**src/rtl/proc_pkg.sv**
```systemverilog
// rtl/proc_pkg.sv - shared opcodes, state encoding and IR field positions for the sequencer
package proc_pkg;

    // Opcode field values of IR[8:6]
    localparam logic [2:0] OP_MV   = 3'b000;
    localparam logic [2:0] OP_MVI  = 3'b001;
    localparam logic [2:0] OP_ADD  = 3'b010;
    localparam logic [2:0] OP_SUB  = 3'b011;
    localparam logic [2:0] OP_LD   = 3'b100;
    localparam logic [2:0] OP_ST   = 3'b101;
    localparam logic [2:0] OP_MVNZ = 3'b110;
    localparam logic [2:0] OP_NOP  = 3'b111;

    // Bit positions of the IR fields
    localparam int IR_OP_HI = 8;
    localparam int IR_OP_LO = 6;
    localparam int IR_X_HI  = 5;
    localparam int IR_X_LO  = 3;
    localparam int IR_Y_HI  = 2;
    localparam int IR_Y_LO  = 0;

    // Fetch states F0..F2, execute states T1..T3
    typedef enum logic [2:0] {
        ST_IDLE = 3'd0,
        ST_F0   = 3'd1,
        ST_F1   = 3'd2,
        ST_F2   = 3'd3,
        ST_T1   = 3'd4,
        ST_T2   = 3'd5,
        ST_T3   = 3'd6
    } state_t;

    // Instructions whose T2 cycle waits on memory data
    function automatic logic op_waits_mem(input logic [2:0] op);
        return (op == OP_MVI) || (op == OP_LD);
    endfunction

endpackage

```
**src/rtl/proc_sequencer_if.sv**
```systemverilog
// rtl/proc_sequencer_if.sv - control/handshake bundle between sequencer and datapath/memory
interface proc_sequencer_if;

    logic       run;
    logic [8:0] ir;
    logic       g_nz;
    logic       mem_ready;

    logic [7:0] r_in;
    logic [7:0] r_out;
    logic       a_in;
    logic       g_in;
    logic       g_out;
    logic       din_out;
    logic       add_sub;
    logic       ir_in;
    logic       addr_in;
    logic       dout_in;
    logic       w_d;
    logic       incr_pc;
    logic       done;
    logic       mem_err;

    // Sequencer side
    modport master (
        input  run, ir, g_nz, mem_ready,
        output r_in, r_out, a_in, g_in, g_out, din_out, add_sub,
               ir_in, addr_in, dout_in, w_d, incr_pc, done, mem_err
    );

    // Datapath / memory side
    modport slave (
        output run, ir, g_nz, mem_ready,
        input  r_in, r_out, a_in, g_in, g_out, din_out, add_sub,
               ir_in, addr_in, dout_in, w_d, incr_pc, done, mem_err
    );

endinterface

```
**src/rtl/reg_decoder.sv**
```systemverilog
// rtl/reg_decoder.sv - 3-to-8 one-hot register select with enable
module reg_decoder (
    input  logic [2:0] i_sel,
    input  logic       i_en,
    output logic [7:0] o_onehot
);

    // One-hot decode; all zeros when disabled
    always_comb begin
        o_onehot = 8'h00;
        if (i_en) begin
            o_onehot[i_sel] = 1'b1;
        end
    end

endmodule

```
**src/rtl/proc_sequencer.sv**
```systemverilog
// rtl/proc_sequencer.sv - fetch/decode/execute control sequencer for the 9-bit bus processor
module proc_sequencer
    import proc_pkg::*;
#(
    parameter int WAIT_MAX = 15
) (
    input  logic              clock,
    input  logic              reset,
    proc_sequencer_if.master  bus
);

    localparam int CW = ($clog2(WAIT_MAX + 1) < 1) ? 1 : $clog2(WAIT_MAX + 1);
    localparam logic [CW-1:0] WAIT_LIMIT = CW'(WAIT_MAX);

    state_t        r_state;
    logic [CW-1:0] r_wait_cnt;

    logic [2:0] w_op;
    logic [2:0] w_x;
    logic [2:0] w_y;
    logic [7:0] w_x_oh;
    logic [7:0] w_y_oh;

    logic w_rin_x;
    logic w_rout_x;
    logic w_rout_y;
    logic w_rout_pc;
    logic w_a_in;
    logic w_g_in;
    logic w_g_out;
    logic w_din_out;
    logic w_add_sub;
    logic w_ir_in;
    logic w_addr_in;
    logic w_dout_in;
    logic w_w_d;
    logic w_incr_pc;
    logic w_done;
    logic w_waiting;
    logic w_timeout;

    assign w_op = bus.ir[IR_OP_HI:IR_OP_LO];
    assign w_x  = bus.ir[IR_X_HI:IR_X_LO];
    assign w_y  = bus.ir[IR_Y_HI:IR_Y_LO];

    // A memory wait is in progress in F1 always, and in T2 only for mvi/ld
    assign w_waiting = (r_state == ST_F1) ||
                       ((r_state == ST_T2) && op_waits_mem(w_op));
    assign w_timeout = w_waiting && !bus.mem_ready && (r_wait_cnt == WAIT_LIMIT);

    // X decoder feeds both load enables and bus drive; Y only drives the bus
    reg_decoder u_dec_x (
        .i_sel    (w_x),
        .i_en     (w_rin_x | w_rout_x),
        .o_onehot (w_x_oh)
    );

    reg_decoder u_dec_y (
        .i_sel    (w_y),
        .i_en     (w_rout_y),
        .o_onehot (w_y_oh)
    );

    // Per-state control decode from registered state, IR and G flag
    always_comb begin
        w_rin_x   = 1'b0;
        w_rout_x  = 1'b0;
        w_rout_y  = 1'b0;
        w_rout_pc = 1'b0;
        w_a_in    = 1'b0;
        w_g_in    = 1'b0;
        w_g_out   = 1'b0;
        w_din_out = 1'b0;
        w_add_sub = 1'b0;
        w_ir_in   = 1'b0;
        w_addr_in = 1'b0;
        w_dout_in = 1'b0;
        w_w_d     = 1'b0;
        w_incr_pc = 1'b0;
        w_done    = 1'b0;
        case (r_state)
            ST_F0: begin
                w_rout_pc = 1'b1;
                w_addr_in = 1'b1;
                w_incr_pc = 1'b1;
            end
            ST_F2: begin
                w_din_out = 1'b1;
                w_ir_in   = 1'b1;
            end
            ST_T1: begin
                case (w_op)
                    OP_MV: begin
                        w_rout_y = 1'b1;
                        w_rin_x  = 1'b1;
                        w_done   = 1'b1;
                    end
                    OP_MVI: begin
                        w_rout_pc = 1'b1;
                        w_addr_in = 1'b1;
                        w_incr_pc = 1'b1;
                    end
                    OP_ADD, OP_SUB: begin
                        w_rout_x = 1'b1;
                        w_a_in   = 1'b1;
                    end
                    OP_LD, OP_ST: begin
                        w_rout_y  = 1'b1;
                        w_addr_in = 1'b1;
                    end
                    OP_MVNZ: begin
                        w_done   = 1'b1;
                        w_rout_y = bus.g_nz;
                        w_rin_x  = bus.g_nz;
                    end
                    OP_NOP: begin
                        w_done = 1'b1;
                    end
                    default: ;
                endcase
            end
            ST_T2: begin
                case (w_op)
                    OP_ADD, OP_SUB: begin
                        w_rout_y  = 1'b1;
                        w_g_in    = 1'b1;
                        w_add_sub = w_op[0];
                    end
                    OP_ST: begin
                        w_rout_x  = 1'b1;
                        w_dout_in = 1'b1;
                    end
                    default: ;
                endcase
            end
            ST_T3: begin
                w_done = 1'b1;
                case (w_op)
                    OP_MVI, OP_LD: begin
                        w_din_out = 1'b1;
                        w_rin_x   = 1'b1;
                    end
                    OP_ADD, OP_SUB: begin
                        w_g_out = 1'b1;
                        w_rin_x = 1'b1;
                    end
                    OP_ST: begin
                        w_w_d = 1'b1;
                    end
                    default: ;
                endcase
            end
            default: ;
        endcase
    end

    // Sequencer state machine with memory-wait timeout counter
    always_ff @(posedge clock or posedge reset) begin
        if (reset) begin
            r_state    <= ST_IDLE;
            r_wait_cnt <= '0;
        end else begin
            case (r_state)
                ST_IDLE: begin
                    if (bus.run) begin
                        r_state <= ST_F0;
                    end
                end
                ST_F0: begin
                    r_state    <= ST_F1;
                    r_wait_cnt <= '0;
                end
                ST_F1: begin
                    if (bus.mem_ready) begin
                        r_state <= ST_F2;
                    end else if (w_timeout) begin
                        r_state <= ST_IDLE;
                    end else begin
                        r_wait_cnt <= r_wait_cnt + CW'(1);
                    end
                end
                ST_F2: begin
                    r_state <= ST_T1;
                end
                ST_T1: begin
                    if (w_done) begin
                        r_state <= bus.run ? ST_F0 : ST_IDLE;
                    end else begin
                        r_state    <= ST_T2;
                        r_wait_cnt <= '0;
                    end
                end
                ST_T2: begin
                    if (!op_waits_mem(w_op) || bus.mem_ready) begin
                        r_state <= ST_T3;
                    end else if (w_timeout) begin
                        r_state <= ST_IDLE;
                    end else begin
                        r_wait_cnt <= r_wait_cnt + CW'(1);
                    end
                end
                ST_T3: begin
                    r_state <= bus.run ? ST_F0 : ST_IDLE;
                end
                default: begin
                    r_state <= ST_IDLE;
                end
            endcase
        end
    end

    // PC (R7) select used during fetch and mvi is merged with the decoded selects
    assign bus.r_in    = w_x_oh & {8{w_rin_x}};
    assign bus.r_out   = w_y_oh | (w_x_oh & {8{w_rout_x}}) | (w_rout_pc ? 8'h80 : 8'h00);
    assign bus.a_in    = w_a_in;
    assign bus.g_in    = w_g_in;
    assign bus.g_out   = w_g_out;
    assign bus.din_out = w_din_out;
    assign bus.add_sub = w_add_sub;
    assign bus.ir_in   = w_ir_in;
    assign bus.addr_in = w_addr_in;
    assign bus.dout_in = w_dout_in;
    assign bus.w_d     = w_w_d;
    assign bus.incr_pc = w_incr_pc;
    assign bus.done    = w_done;
    assign bus.mem_err = w_timeout;

endmodule

```
**src/flat_wrapper.sv**
```systemverilog
// flat-port wrapper written by rule: the top's interface ports become plain ports
module proc_sequencer_flat import proc_pkg::*;
#(
    parameter int WAIT_MAX = 15
)
  (clock, reset, bus_run, bus_ir, bus_g_nz, bus_mem_ready, bus_r_in, bus_r_out, bus_a_in, bus_g_in, bus_g_out, bus_din_out, bus_add_sub, bus_ir_in, bus_addr_in, bus_dout_in, bus_w_d, bus_incr_pc, bus_done, bus_mem_err);
  proc_sequencer_if bus_i ();
  input  logic clock;
  input  logic reset;
  input wire logic [$bits(bus_i.run)-1:0] bus_run;
  input wire logic [$bits(bus_i.ir)-1:0] bus_ir;
  input wire logic [$bits(bus_i.g_nz)-1:0] bus_g_nz;
  input wire logic [$bits(bus_i.mem_ready)-1:0] bus_mem_ready;
  output wire logic [$bits(bus_i.r_in)-1:0] bus_r_in;
  output wire logic [$bits(bus_i.r_out)-1:0] bus_r_out;
  output wire logic [$bits(bus_i.a_in)-1:0] bus_a_in;
  output wire logic [$bits(bus_i.g_in)-1:0] bus_g_in;
  output wire logic [$bits(bus_i.g_out)-1:0] bus_g_out;
  output wire logic [$bits(bus_i.din_out)-1:0] bus_din_out;
  output wire logic [$bits(bus_i.add_sub)-1:0] bus_add_sub;
  output wire logic [$bits(bus_i.ir_in)-1:0] bus_ir_in;
  output wire logic [$bits(bus_i.addr_in)-1:0] bus_addr_in;
  output wire logic [$bits(bus_i.dout_in)-1:0] bus_dout_in;
  output wire logic [$bits(bus_i.w_d)-1:0] bus_w_d;
  output wire logic [$bits(bus_i.incr_pc)-1:0] bus_incr_pc;
  output wire logic [$bits(bus_i.done)-1:0] bus_done;
  output wire logic [$bits(bus_i.mem_err)-1:0] bus_mem_err;
  assign bus_i.run = bus_run;
  assign bus_i.ir = bus_ir;
  assign bus_i.g_nz = bus_g_nz;
  assign bus_i.mem_ready = bus_mem_ready;
  assign bus_r_in = bus_i.r_in;
  assign bus_r_out = bus_i.r_out;
  assign bus_a_in = bus_i.a_in;
  assign bus_g_in = bus_i.g_in;
  assign bus_g_out = bus_i.g_out;
  assign bus_din_out = bus_i.din_out;
  assign bus_add_sub = bus_i.add_sub;
  assign bus_ir_in = bus_i.ir_in;
  assign bus_addr_in = bus_i.addr_in;
  assign bus_dout_in = bus_i.dout_in;
  assign bus_w_d = bus_i.w_d;
  assign bus_incr_pc = bus_i.incr_pc;
  assign bus_done = bus_i.done;
  assign bus_mem_err = bus_i.mem_err;
  proc_sequencer #(.WAIT_MAX(WAIT_MAX)) u_core (.clock(clock), .reset(reset), .bus(bus_i));
endmodule
```
**config.mk**
```make
export PLATFORM = sky130hd
export DESIGN_NAME = proc_sequencer_flat
export DESIGN_NICKNAME = d
export VERILOG_FILES = /design/src/rtl/proc_pkg.sv /design/src/rtl/proc_sequencer_if.sv /design/src/rtl/reg_decoder.sv /design/src/rtl/proc_sequencer.sv /design/src/flat_wrapper.sv
export SDC_FILE = /design/constraint.sdc
export NUM_CORES = 1
export LEC_CHECK = 0
export BUFFER_PORTS_ARGS = -buffer_cell sky130_fd_sc_hd__buf_2
export CORE_MARGIN = 4
export CORE_UTILIZATION = 44
export DETAILED_ROUTE_END_ITERATION = 8
export PLACE_DENSITY = 0.76
export REMOVE_ABC_BUFFERS = 1
export SLEW_MARGIN = 20
export SYNTH_ARGS = -nofsm -noshare
export SYNTH_HDL_FRONTEND = slang
export SYNTH_SLANG_ARGS = --single-unit
```
**constraint.sdc**
```tcl
create_clock -name clock -period 2.4 [get_ports clock]
set_clock_uncertainty 0.05 [all_clocks]
set_input_delay 0.12 -clock clock [delete_from_list [all_inputs] [get_ports clock]]
set_output_delay 0.12 -clock clock [all_outputs]
set_load 0.005 [all_outputs]
```
======== Word-level counts from Yosys, hierarchy flattened ========
Cells that the tools add are included.
operators by class
  $add $sub $neg .......................... 1
  magnitude comparators ................... 4
  equality and inequality tests ........... 18
  muxes and demuxes ....................... 43
  bitwise logic cells ..................... 5
  reductions and logical operators ........ 20
operator list
  cell                   count
  $mux W8                3
  $eq A3 B3 Y1 const B   7
  $pmux W3 S7            1
  $mux W1                18
  $pmux W1 S2            9
  $and A8 B8 Y8          2
  $mux W4                4
  $or A8 B8 Y8           2
  $pmux W4 S4            1
  $mux W3                5
  $eq A3 B2 Y1 const B   4
  $reduce_or A3 Y1       3
  $lt A3 B4 Y1 const B   2
  $ne A2 B2 Y1 const B   4
  $demux W1 S3           2
  $eq A3 B1 Y1 const B   2
  $ge A3 B1 Y1 const B   2
  $logic_not A3 Y1       2
  $logic_and A1 B1 Y1    5
  $add A4 B1 Y4 const B  1
  $eq A4 B4 Y1 const B   1
  $reduce_and A4 Y1      1
  $reduce_bool A4 Y1     1
  $reduce_or A2 Y1       2
  other kinds (4)        7
storage, ports and cells
  register bits ........................... 7
  bits of input ports ..................... 14
  output and inout bits ................... 28
  word-level logic and storage cells ...... 93

======== Depth between registers and ports, before layout ========
  word-level depth ........................ 9
  depth in mapped cells ................... 6

======== By module ========
A second synthesis with hierarchy kept.
unflattened totals
  cell total of the unflattened synthesis .. 141
  area total of the unflattened synthesis .. 1063.5 µm²
modules (own cells, without submodules)
  module          times used  cells each  area an instance (µm²)
  proc_sequencer  1           125         873.3
  reg_decoder     2           8           95.1

======== Worst setup path before layout ========
No wires, ideal clock.
  path type ............................... register -> register
  from .................................... register u_core.r_state[0]
  to ...................................... register u_core.r_wait_cnt[3]
  arrival ................................. 1621 ps
  slack ................................... 637 ps
  cell stages (with the launch flop) ...... 7
  buffers on the path ..................... 1
  period minus slack after synthesis ...... 1763 ps
  cell sequence ........................... dfrtp_1 > nand2b_1 > buf_2 > a2111oi_2 > a211oi_2 > or3_4 > o31ai_2
between the ends
  longest elaborated chain between the ends .. 8
  elaborated cells on any way between the ends .. 19
  those cells by class .................... eq/ne (8); mux (5); reduce/logical (6)
RTL lines
  item                               line                                         source
  from (decl)                        proc_sequencer.sv:15                         state_t r_state;
  from (signal assigned)             proc_sequencer.sv:187                        r_state <= bus.run ? ST_F0 : ST_IDLE;
  from (signal assigned)             proc_sequencer.sv:203                        r_state <= bus.run ? ST_F0 : ST_IDLE;
  $eq A3 B3 Y1                       proc_sequencer.sv:48, proc_sequencer.sv:163
  $logic_and A1 B1 Y1                proc_sequencer.sv:48                         ((r_state == ST_T2) && op_waits_mem(w_op));
  $logic_or A1 B1 Y1                 proc_sequencer.sv:47                         assign w_waiting = (r_state == ST_F1) ||
  $logic_and A1 B1 Y1 (2 in series)  proc_sequencer.sv:49                         assign w_timeout = w_waiting && !bus.mem_ready && (r_wait_cnt == WAIT_LIMIT);
  $mux W4                            --
  $mux W4, on equally long branches  --
  $pmux W4 S4                        proc_sequencer.sv:163                        case (r_state)
  to (signal assigned)               proc_sequencer.sv:179                        r_wait_cnt <= r_wait_cnt + CW'(1);
  to (signal assigned)               proc_sequencer.sv:199                        r_wait_cnt <= r_wait_cnt + CW'(1);
  to (decl)                          proc_sequencer.sv:16                         logic [CW-1:0] r_wait_cnt;
Several ways; a longest one is shown, not always the timed one. The select of a mux whose other input is x is not followed.
A chain may end at the register's enable or synchronous reset.

======== Worst setup path in the final report ========
  from .................................... register u_core.r_state[1]
  to ...................................... output bus_r_out[0]
between the ends
  longest elaborated chain between the ends .. 7
  elaborated cells on any way between the ends .. 12
  those cells by class .................... eq/ne (3); mux (5); bitwise (4)
RTL lines
  item                            line                   source
  $eq A3 B3 Y1                    proc_sequencer.sv:81   case (r_state)
  $pmux W1 S2                     proc_sequencer.sv:81
  $or A1 B1 Y1                    proc_sequencer.sv:54   .i_en (w_rin_x | w_rout_x),
  $mux W8                         reg_decoder.sv:11      if (i_en) begin
  $and A8 B8 Y8                   proc_sequencer.sv:214  assign bus.r_out = w_y_oh | (w_x_oh & {8{w_rout_x}}) | (w_rout_pc ? 8'h80 : 8'h00);
  $or A8 B8 Y8 (*) (2 in series)  proc_sequencer.sv:214
  to (decl)                       flat_wrapper.sv:15     output wire logic [$bits(bus_i.r_out)-1:0] bus_r_out;
Mark *: on every way between the ends. The rest lies on a longest branch, timed or not.

==> results.md <==
* Most used DFF post-synth: dfrtp_1
* Overall overflow remaining after global route at 0
* #FFs+latches synth at 7
* Hpwl dp at 2047 µm
* Worst Hold Class: input pin to register
* Req. time, crit path at 2.23 ns
* Antenna viol nets, final at 0
* Power Total at approximately 0.00086 W
* Crit-path slowest cell: dfrtp_1
* Power density cells at 736.9 mW/mm²
* CP endpoint kind: output port
* Critical Path Fanout Max at 14
* Core ar. at roughly 0.002 mm²
* Yosys cell types at roughly 50
* Leak at 0.5348 nW
* Die Y at around 54 µm
* Yosys warnings at 0
* Post-synth top area cell: dfrtp_1
* # DRC at 0
* Via-per-instance ratio at about 5.8
* Ant. Diodes at 0
* Fin util at approximately three fifths
* Vias in the first global route at between 1000 and 1500
* Most common cell after layout, fill and taps aside: buf_2
* Mean area per synthesized cell at approximately 7.3 µm²
* Outcome: completed
* Area of the die at approximately 0.0029 mm²
* GRT Overall Usage at a little under a fifth
* Final worst-path cycle share at 90.71%
* CTS Sinks at 7
* Fin nets at 182
* Worst-path cell chain: inv_2, nand2_1, a21oi_1, or3b_1, o32ai_2, buf_2
* DRT iter0 DRCs at 27
* Async S/R FF share, synth at between 90% and 100%
* Share of post-route cells with drive strength above 1 at 33.73%
* Routed WL at ~2600 µm
* Max Cap Viol at 0
* Worst-margin pin slew at 0.4885 ns
* Final setup TNS at 0 ns
* Mapped Cells at between 100 and 150
* First-pass GRT wire length at between 4000 and 5000 µm
* Layout area overhead at 26.69%
* Number of flops mapped to enable cells by yosys at 0
* H-tree levels at 1
* Die Wd at between 50 and 60 µm
* Post-synthesis sequential area ratio at 18.97%
* Port bufs at 41
* Layout fillers at roughly 180
* Drt wl/cell at 13.27 µm
* Maximum vdd drop at roughly 0.43 mV
* Syn Std Cell Area at 923.4 µm²
* RSZ-0062 raised after global routing: false
* CTS max path bufs at 2
* Yosys top cell area share at around a fifth
* Most frequent cells in the layout: buf_2, nor2_1, nand2b_1, nand2_1, dfrtp_1
* Insertion delay to the later sink of the worst-skew pair at between 0.2 and 0.3 ns
* CP arrival at between 2 and 2.5 ns
* Min cycle time layout at about 2.2 ns
* Cts bufs inserted at 3
* Largest net degree at the start of global routing at 15
* Max Freq at between 0.4 and 0.5 GHz
* Initial antenna violation count at 0
* CP peak stage delay at ~0.53 ns
* CP Launch Type: register
* Row cnt at 16
* Clk root buf: clkbuf_4
* I/O pins at 42
* Largest cells by area after synthesis: dfrtp_1, nor2_1, nand2b_1
* Final setup vio count at 0
* Final hold viol count at 0
* Vias at 1110
* Max-slew violations at 0
* Reg clk slew, reported paths at ~0.050 ns
* Headroom to the max-slew limit at a little under 70%
* CTS tree: done
* Starting density of the core at 46.59%
* Setup bufs post-CTS at 0
* Final hold slack at 0.2331 ns
* Crit path kind: register to output port
* DRT Pass-1 Iters at 7
* Routability congestion estimate at 0.8304
## power breakdown
| group | switching (W) | total, W | leakage, nW | internal [W] |
|---|---|---|---|---|
| Sequential | 0.0000761 | 0.000232 | 0.0925 | 0.000156 |
| Clock | 0.0000415 | 0.000105 | 0.0150 | 0.0000633 |
| Combinational | 0.000299 | 0.000526 | 0.427 | 0.000227 |
| Total | 0.000416 | 0.000862 | 0.535 | 0.000446 |
## area by class of cell
class / count / area, µm² / share of cell area, %
clock buffer: 4 / 26.28 / 2.246
multi-input combinational: 107 / 693.2 / 59.25
timing repair buffer: 43 / 222.7 / 19.04
inverter: 5 / 18.77 / 1.604
sequential: 7 / 175.2 / 14.97
tap: 27 / 33.78 / 2.888
## flip-flops by register name (all words and copies together), names as in the netlist
name and cells:
u_core.r_state 3, u_core.r_wait_cnt 4
## critical path: cells and delay by family, from the launching register on
| family | cells | cell delay (ns) |
|---|---|---|
| and+or+nand+nor | 2 | 0.55 |
| DFF | 1 | 0.53 |
| AOI/OAI and AO/OA | 2 | 0.38 |
| buffers and inverters | 2 | 0.32 |
## synth_stat cells, drive strengths merged, types with 2 or more instances
cell type / instances
a211oi: 3
o22ai: 5
dfrtp: 7
nand2: 9
o32ai: 2
nand3: 6
o21ai: 6
a31oi: 2
nor4: 5
clkbuf: 2
a21o: 3
nor2: 15
or2: 2
nor3: 6
a21oi: 4
nand2b: 8
or3: 2
o31ai: 4
nor3b: 2
buf: 5
nor2b: 3
o32a: 2
inv: 5
nand3b: 3
## kinds of logic (layout without fill, tap and decap cells)
logic type,after synthesis,after routing,synth area share (%)
muxes,1,1,1.219
AOI/OAI and AO/OA,37,37,30.49
adders and majority gates,1,1,1.355
DFF,7,7,18.97
and+or+nand+nor,67,67,40.25
buffers and inverters,12,52,5.962
xor gates and xnor gates,1,1,1.762
## layer usage
metal  up-vias  global-route usage [%]  share of wire, %
li1        566                       -                 -
met4         0                   3.830              0.78
met3         2                   4.155               5.3
met5         -                       0                 0
met2        36                   34.07                49
met1       506                   23.26                45
## what timing repair did
item | in CTS | in global routing
endpoints found under the hold margin | 7 | 0
hold buffers | 1 | 0
setup endpoints to repair | 0 | 0
resized for setup | 0 | 0
## final timing paths
check	start	to	slack (ns)	cells after the start
min reg2reg	u_core.r_wait_cnt[0]	u_core.r_wait_cnt[0]	0.47	1
max reg2reg	u_core.r_state[1]	u_core.r_wait_cnt[3]	0.31	5
min	bus_mem_ready	u_core.r_state[1]	0.23	4
max in group asynchronous	reset	u_core.r_state[1]	1.80	3
max	u_core.r_state[1]	bus_r_out[0]	0.22	6
min in group asynchronous	reset	u_core.r_wait_cnt[2]	0.29	3
## through the flow
step	cell area (µm²)	setup slack, ns	std cells
6_report	1170	0.2231	193
5_1_grt	1170	0.07423	193
4_1_cts	1170	0.2093	193
3_5_place_dp	1134	0.3321	188
3_3_place_gp	1134	0.4272	188
2_1_floorplan	887.1	0.5292	119
No activity file was read; power rests on OpenSTA's default activity.
